==> config.mk <==
export PLATFORM = sky130hd
export DESIGN_NAME = s_uart_rx_param
export DESIGN_NICKNAME = d
export VERILOG_FILES = /design/src/rtl/s_uart_rx_param.sv
export SDC_FILE = /design/constraint.sdc
export NUM_CORES = 1
export LEC_CHECK = 0
export ABC_AREA = 1
export BUFFER_PORTS_ARGS = -buffer_cell sky130_fd_sc_hd__buf_2
export CAP_MARGIN = 20
export CELL_PAD_IN_SITES_DETAIL_PLACEMENT = 1
export CELL_PAD_IN_SITES_GLOBAL_PLACEMENT = 1
export CORE_ASPECT_RATIO = 1.75
export CORE_MARGIN = 8
export CORE_UTILIZATION = 35
export CTS_CLUSTER_SIZE = 40
export DETAILED_ROUTE_END_ITERATION = 12
export PLACE_DENSITY_LB_ADDON = 0.1
export SLEW_MARGIN = 30
export SYNTH_ARGS = -nofsm -noshare
export SYNTH_HDL_FRONTEND = slang
export SYNTH_SLANG_ARGS = --single-unit
==> constraint.sdc <==
create_clock -name clk -period 2.75 [get_ports clk]
set_input_delay 0.55 -clock clk [delete_from_list [all_inputs] [get_ports clk]]
set_output_delay 0.55 -clock clk [all_outputs]
set_load 0.02 [all_outputs]
==> src/rtl/s_uart_rx_param.sv <==
// -----------------------------------------------------------------------------
// s_uart_rx_param
// Parametrised UART receiver with idle-high / start-low framing, CLKS_PER_BIT
// oversampling and a 3-sample majority vote around the middle of each bit.
// Optional odd/even parity, one checked stop bit, error flags and a
// valid/ack output handshake.
//
// Parameters
//   DATA_BITS    data bits per frame (5..9)
//   CLKS_PER_BIT clk cycles per bit period (even, >= 4)
//   PARITY       0 none, 1 odd, 2 even
//   STOP_BITS    1 or 2 (only the first stop bit is checked, never waited for)
//   LSB_FIRST    1 LSB received first, 0 MSB first
//
// Ports
//   clk        system clock, everything on posedge
//   rst        synchronous reset, active-high
//   rxd        asynchronous serial input, idle high
//   data       last received word, stable while valid=1
//   valid      word available, held until ack
//   ack        consumer accepts word (only meaningful while valid=1)
//   parity_err parity mismatch on the current word
//   frame_err  first stop bit sampled low on the current word
//   overrun    previous word was overwritten before it was acked
//   busy       receiver FSM is not idle
// -----------------------------------------------------------------------------
module s_uart_rx_param #(
    parameter int DATA_BITS    = 8,
    parameter int CLKS_PER_BIT = 16,
    parameter int PARITY       = 0,
    parameter int STOP_BITS    = 1,
    parameter int LSB_FIRST    = 1
) (
    input  logic                 clk,
    input  logic                 rst,
    input  logic                 rxd,
    output logic [DATA_BITS-1:0] data,
    output logic                 valid,
    input  logic                 ack,
    output logic                 parity_err,
    output logic                 frame_err,
    output logic                 overrun,
    output logic                 busy
);

    localparam int M     = CLKS_PER_BIT / 2;
    localparam int CNT_W = $clog2(CLKS_PER_BIT);
    localparam int IDX_W = $clog2(DATA_BITS);

    localparam logic [CNT_W-1:0] CNT_LAST = CNT_W'(CLKS_PER_BIT - 1);
    localparam logic [CNT_W-1:0] SAMP_C   = CNT_W'(M + 1);
    localparam logic [IDX_W-1:0] IDX_LAST = IDX_W'(DATA_BITS - 1);

    genvar gi;

    generate
        if (DATA_BITS < 5 || DATA_BITS > 9 || CLKS_PER_BIT < 4 || (CLKS_PER_BIT % 2) != 0 ||
            PARITY < 0 || PARITY > 2 || STOP_BITS < 1 || STOP_BITS > 2) begin : g_bad_params
            $error("s_uart_rx_param: illegal parameter value");
        end
    endgenerate

    typedef enum logic [2:0] {
        S_IDLE,
        S_START,
        S_DATA,
        S_PARITY,
        S_STOP,
        S_BREAK
    } state_t;

    state_t               state_reg, state_next;
    logic [CNT_W-1:0]     cnt_reg, cnt_next;
    logic [IDX_W-1:0]     idx_reg, idx_next;
    logic [DATA_BITS-1:0] shift_reg, shift_next;
    logic                 start_bit_reg, start_bit_next;
    logic                 perr_pend_reg, perr_pend_next;
    logic [1:0]           sync_reg;
    logic                 samp_reg [2];

    logic                 rxs;
    logic                 maj;
    logic                 voted;
    logic                 bit_end;
    logic                 exp_par;
    logic                 publish;
    logic [DATA_BITS-1:0] shift_in;

    logic [DATA_BITS-1:0] data_reg;
    logic                 valid_reg;
    logic                 perr_reg;
    logic                 ferr_reg;
    logic                 ovr_reg;

    // Two-flop synchroniser, preset to the idle (high) line level.
    always_ff @(posedge clk) begin
        if (rst) begin
            sync_reg <= 2'b11;
        end else begin
            sync_reg <= {sync_reg[0], rxd};
        end
    end

    assign rxs = sync_reg[1];

    // The first two vote samples are taken at counts M-1 and M; the third is
    // the live synchroniser output at count M+1, so the vote resolves on the
    // same cycle it is used. Outside active states the counter sits at 0,
    // which never matches M-1 >= 1.
    generate
        for (gi = 0; gi < 2; gi++) begin : g_samp
            always_ff @(posedge clk) begin
                if (rst) begin
                    samp_reg[gi] <= 1'b1;
                end else if (cnt_reg == CNT_W'(M - 1 + gi)) begin
                    samp_reg[gi] <= rxs;
                end
            end
        end
    endgenerate

    assign maj = (samp_reg[0] & samp_reg[1]) | (samp_reg[0] & rxs) | (samp_reg[1] & rxs);

    // For very short bit periods the vote count can coincide with the bit end,
    // so the start-bit decision takes the live vote when that happens.
    assign voted   = (cnt_reg == SAMP_C) ? maj : start_bit_reg;
    assign bit_end = (cnt_reg == CNT_LAST);

    // Even parity: parity bit equals XOR of data; odd parity: its complement.
    assign exp_par = (PARITY == 1) ? ~(^shift_reg) : (^shift_reg);

    generate
        if (LSB_FIRST != 0) begin : g_lsb_first
            // New bit enters at the top; after DATA_BITS shifts the first bit is the LSB.
            assign shift_in = {maj, shift_reg[DATA_BITS-1:1]};
        end else begin : g_msb_first
            assign shift_in = {shift_reg[DATA_BITS-2:0], maj};
        end
    endgenerate

    always_ff @(posedge clk) begin
        if (rst) begin
            state_reg     <= S_IDLE;
            cnt_reg       <= '0;
            idx_reg       <= '0;
            shift_reg     <= '0;
            start_bit_reg <= 1'b0;
            perr_pend_reg <= 1'b0;
        end else begin
            state_reg     <= state_next;
            cnt_reg       <= cnt_next;
            idx_reg       <= idx_next;
            shift_reg     <= shift_next;
            start_bit_reg <= start_bit_next;
            perr_pend_reg <= perr_pend_next;
        end
    end

    always_comb begin
        state_next     = state_reg;
        cnt_next       = cnt_reg;
        idx_next       = idx_reg;
        shift_next     = shift_reg;
        start_bit_next = start_bit_reg;
        perr_pend_next = perr_pend_reg;
        publish        = 1'b0;

        if (state_reg != S_IDLE && state_reg != S_BREAK) begin
            cnt_next = bit_end ? '0 : cnt_reg + 1'b1;
        end

        case (state_reg)
            S_IDLE: begin
                cnt_next = '0;
                if (!rxs) begin
                    // The detecting cycle counts as count 0 of the start bit.
                    state_next     = S_START;
                    cnt_next       = CNT_W'(1);
                    idx_next       = '0;
                    perr_pend_next = 1'b0;
                end
            end
            S_START: begin
                if (cnt_reg == SAMP_C) begin
                    start_bit_next = maj;
                end
                if (bit_end) begin
                    // A start bit that votes high was a glitch: drop it silently.
                    state_next = voted ? S_IDLE : S_DATA;
                end
            end
            S_DATA: begin
                if (cnt_reg == SAMP_C) begin
                    shift_next = shift_in;
                end
                if (bit_end) begin
                    if (idx_reg == IDX_LAST) begin
                        idx_next   = '0;
                        state_next = (PARITY != 0) ? S_PARITY : S_STOP;
                    end else begin
                        idx_next = idx_reg + 1'b1;
                    end
                end
            end
            S_PARITY: begin
                if (cnt_reg == SAMP_C) begin
                    perr_pend_next = maj ^ exp_par;
                end
                if (bit_end) begin
                    state_next = S_STOP;
                end
            end
            S_STOP: begin
                // Publish as soon as the first stop bit is voted; a second stop
                // bit is just idle line as far as the receiver is concerned.
                if (cnt_reg == SAMP_C) begin
                    publish    = 1'b1;
                    cnt_next   = '0;
                    state_next = maj ? S_IDLE : S_BREAK;
                end
            end
            S_BREAK: begin
                cnt_next = '0;
                if (rxs) begin
                    state_next = S_IDLE;
                end
            end
            default: begin
                state_next = S_IDLE;
                cnt_next   = '0;
            end
        endcase
    end

    // Output word and flags. A publish takes priority over an ack in the same
    // cycle, and the same-cycle ack keeps the new word from counting as overrun.
    always_ff @(posedge clk) begin
        if (rst) begin
            data_reg  <= '0;
            valid_reg <= 1'b0;
            perr_reg  <= 1'b0;
            ferr_reg  <= 1'b0;
            ovr_reg   <= 1'b0;
        end else if (publish) begin
            data_reg  <= shift_reg;
            valid_reg <= 1'b1;
            perr_reg  <= perr_pend_reg;
            ferr_reg  <= ~maj;
            ovr_reg   <= valid_reg & ~ack;
        end else if (valid_reg && ack) begin
            valid_reg <= 1'b0;
            perr_reg  <= 1'b0;
            ferr_reg  <= 1'b0;
            ovr_reg   <= 1'b0;
        end
    end

    assign data       = data_reg;
    assign valid      = valid_reg;
    assign parity_err = perr_reg;
    assign frame_err  = ferr_reg;
    assign overrun    = ovr_reg;
    assign busy       = (state_reg != S_IDLE);

endmodule
==> results.py <==
metrics = {
    "status": {
        "status": "finished, final reports clean",
    },
    "clock_tree": {
        "htreeDepth": 2,
        "clkTransAtPathRegs_ns": 0.07,
        "cts_tree": "built",
        "cts_setup_buffers": 0,
        "cts-root-buf": "clkbuf_8",
        "clkLatencyLatePin_ns": 0.28,
        "numCtsBuffers": 5,
        "clkSinkCount": 36,
        "clock_path_buffers": 2,
        "ctsHoldBuffers": 0,
        "ctsResizeCount": 0,
    },
    "cells_and_area": {
        "diodes": 0,
        "final_common_cell": "nand2_1",
        "layout-drive-gt1-share_pct": 14.9,
        "design_area_um2": 1890,
        "final_cell_mix": "nand2_1 (38), nor2_1 (36), dfxtp_1 (35)",
        "nets": 257,
        "syn_to_final_growth_pct": 11.6,
    },
    "worst_hold_path": {
        "hold_class": "reg -> reg",
    },
    "die": {
        "dieWidth_um": 68.5,
        "core-area_um2": 4670,
        "start_util_pct": 36.2,
        "io_pins": 17,
        "die_y_um": 108,
        "rows": 33,
        "die_area_um2": 7400,
    },
    "critical_path": {
        "required_ns": 2.92,
        "crit_type": "reg -> reg",
        "startpoint_type": "flop",
        "crit_fanout": 12,
        "end_kind": "flop",
        "critPathArrivalTime_ns": 1.98,
    },
    "route": {
        "ant_nets": 0,
        "dr.pass1.iters": 4,
        "drt_wl_total_um": 4130,
        "drtIter0Drc": 52,
        "drc": 0,
        "num_vias": 1503,
        "routed_via_density": 4.99,
        "wl_per_cell_um": 13.7,
    },
    "place": {
        "gp_congestion": 0.746,
        "placed_area_um2": 1810,
        "pre_cts_slack_ns": 0.924,
        "dp_hpwl_um": 3110,
        "portBuffers": 16,
    },
    "yosys": {
        "netlist_instances": 230,
        "synth_area_leaders": "dfxtp_1 (41%), nand2_1 (8.4%), nor2_1 (8.0%)",
        "synth_warnings": 0,
        "ys.flop_type": "dfxtp_1",
        "netlist_area_um2": 1690,
        "synth_top_area_share_pct": 41.5,
        "synth-seq-area-share_pct": 43.2,
        "synth_edf_count": 1,
        "synth.avg_cell_area_um2": 7.35,
        "synthArstFlopShare_pct": 0,
        "synth_nets": 239,
        "synth_cell_types": 28,
        "yosys.area.top_type": "dfxtp_1",
        "synth_seq_cells": 36,
    },
    "timing": {
        "fin_skew_ns": 0.00768,
        "final.setup.worst_slack_ns": 0.947,
        "maxSlewHeadroom_pct": 52.5,
        "worstMarginPinSlew_ns": 0.711,
        "drv_slew": 0,
        "hold_viol": 0,
        "post-route-min-period_ns": 1.80,
        "final-setup-viol-count": 0,
        "setup_tns_ns": 0,
        "rsz0062_at_grt": "no",
        "finalCritPeriodShare_pct": 65.6,
        "hold_ws_ns": 0.419,
        "max_freq_mhz": 555,
    },
    "global_routing": {
        "gr-usage-all-layers_pct": 12.7,
        "grt_max_degree": 27,
        "grt_antenna_before_repair": 0,
        "grt_pass1_vias": 1580,
        "grt_pass1_wl_um": 7310,
        "grt_overflow": 0,
    },
    "power_and_ir_drop": {
        "p_leak_nw": 0.879,
        "peakVddDrop_mv": 0.402,
        "powerDensity_nw_per_um2": 747,
    },
    "flow_run": {
        "max_cap_violations": 0,
    },
}
-- Yosys cell counts (2+ instances only) --
master    number
ha_1           5
dfxtp_1       35
nor2_2         4
inv_1         25
xor2_1         4
nand2_2        2
nand3_1       11
inv_2          3
or2_2          2
nand4_1        2
a21oi_1       22
clkbuf_1       3
o21ai_0       24
xnor2_1        2
nand2_1       38
nor2_1        36
-- power breakdown --
group          leakage (nW)  internal (mW)  switching [mW]
logic                 0.546          0.141           0.293
registers             0.290          0.561          0.0508
clock network        0.0422          0.178           0.184
-- kinds of logic (layout without fill, tap and decap cells) --
| logic type | Yosys count | in the layout | share of synthesized area, % |
|---|---|---|---|
| adders and majority gates | 5 | 5 | 3.70 |
| DFF | 36 | 36 | 43.2 |
| and+or+nand+nor | 100 | 100 | 26.4 |
| buffers and inverters | 33 | 52 | 7.99 |
| AOI/OAI and AO/OA | 50 | 50 | 15.6 |
| xor gates and xnor gates | 6 | 6 | 3.11 |
-- metrics by stage --
stage / utilization (%) / power, mW / std cells
2_1_floorplan: - / 0.959 / 230
3_3_place_gp: 38.7 / 1.06 / 293
3_5_place_dp: 38.7 / 1.06 / 293
4_1_cts: 40.4 / 1.44 / 301
5_1_grt: 40.4 / 1.52 / 301
6_report: 40.4 / 1.41 / 301
-- critical path: stages (launching register included) --
cell and delay [ns]:
dfxtp_1 0.45, ha_1 0.20, nand3_2 0.19, nor2_2 0.43, inv_1 0.18, o21ai_0 0.19
a21oi_1 0.05
-- worst paths after layout --
check | start | to | slack (ns) | depth (start not counted)
worst max-delay path | cnt_reg[0] | shift_reg[3] | 0.95 | 6
worst min-delay path | sync_reg[0] | sync_reg[1] | 0.42 | 1
worst max register to register | cnt_reg[0] | shift_reg[3] | 0.95 | 6
worst min register to register | sync_reg[0] | sync_reg[1] | 0.42 | 1
-- area by class of cell --
class / count / area [um2]
repair buffers: 16 / 80.1
clock inverters: 1 / 5.00
clock buffers: 7 / 76.3
multi-input cells: 161 / 825
inverters: 28 / 105
flip-flops and latches: 36 / 731
fillers: 621 / 2780
well taps: 52 / 65.1
-- metal layers --
| metal | vias up | global-route usage (%) | share of wire, % |
|---|---|---|---|
| met4 | 0 | 4.42 | 1.6 |
| met2 | 12 | 23.5 | 57 |
| li1 | 776 | - | - |
| met3 | 6 | 2.59 | 2.1 |
| met1 | 709 | 13.3 | 39 |
| met5 | - | 0 | 0 |
No activity file was read; power rests on OpenSTA's default activity.
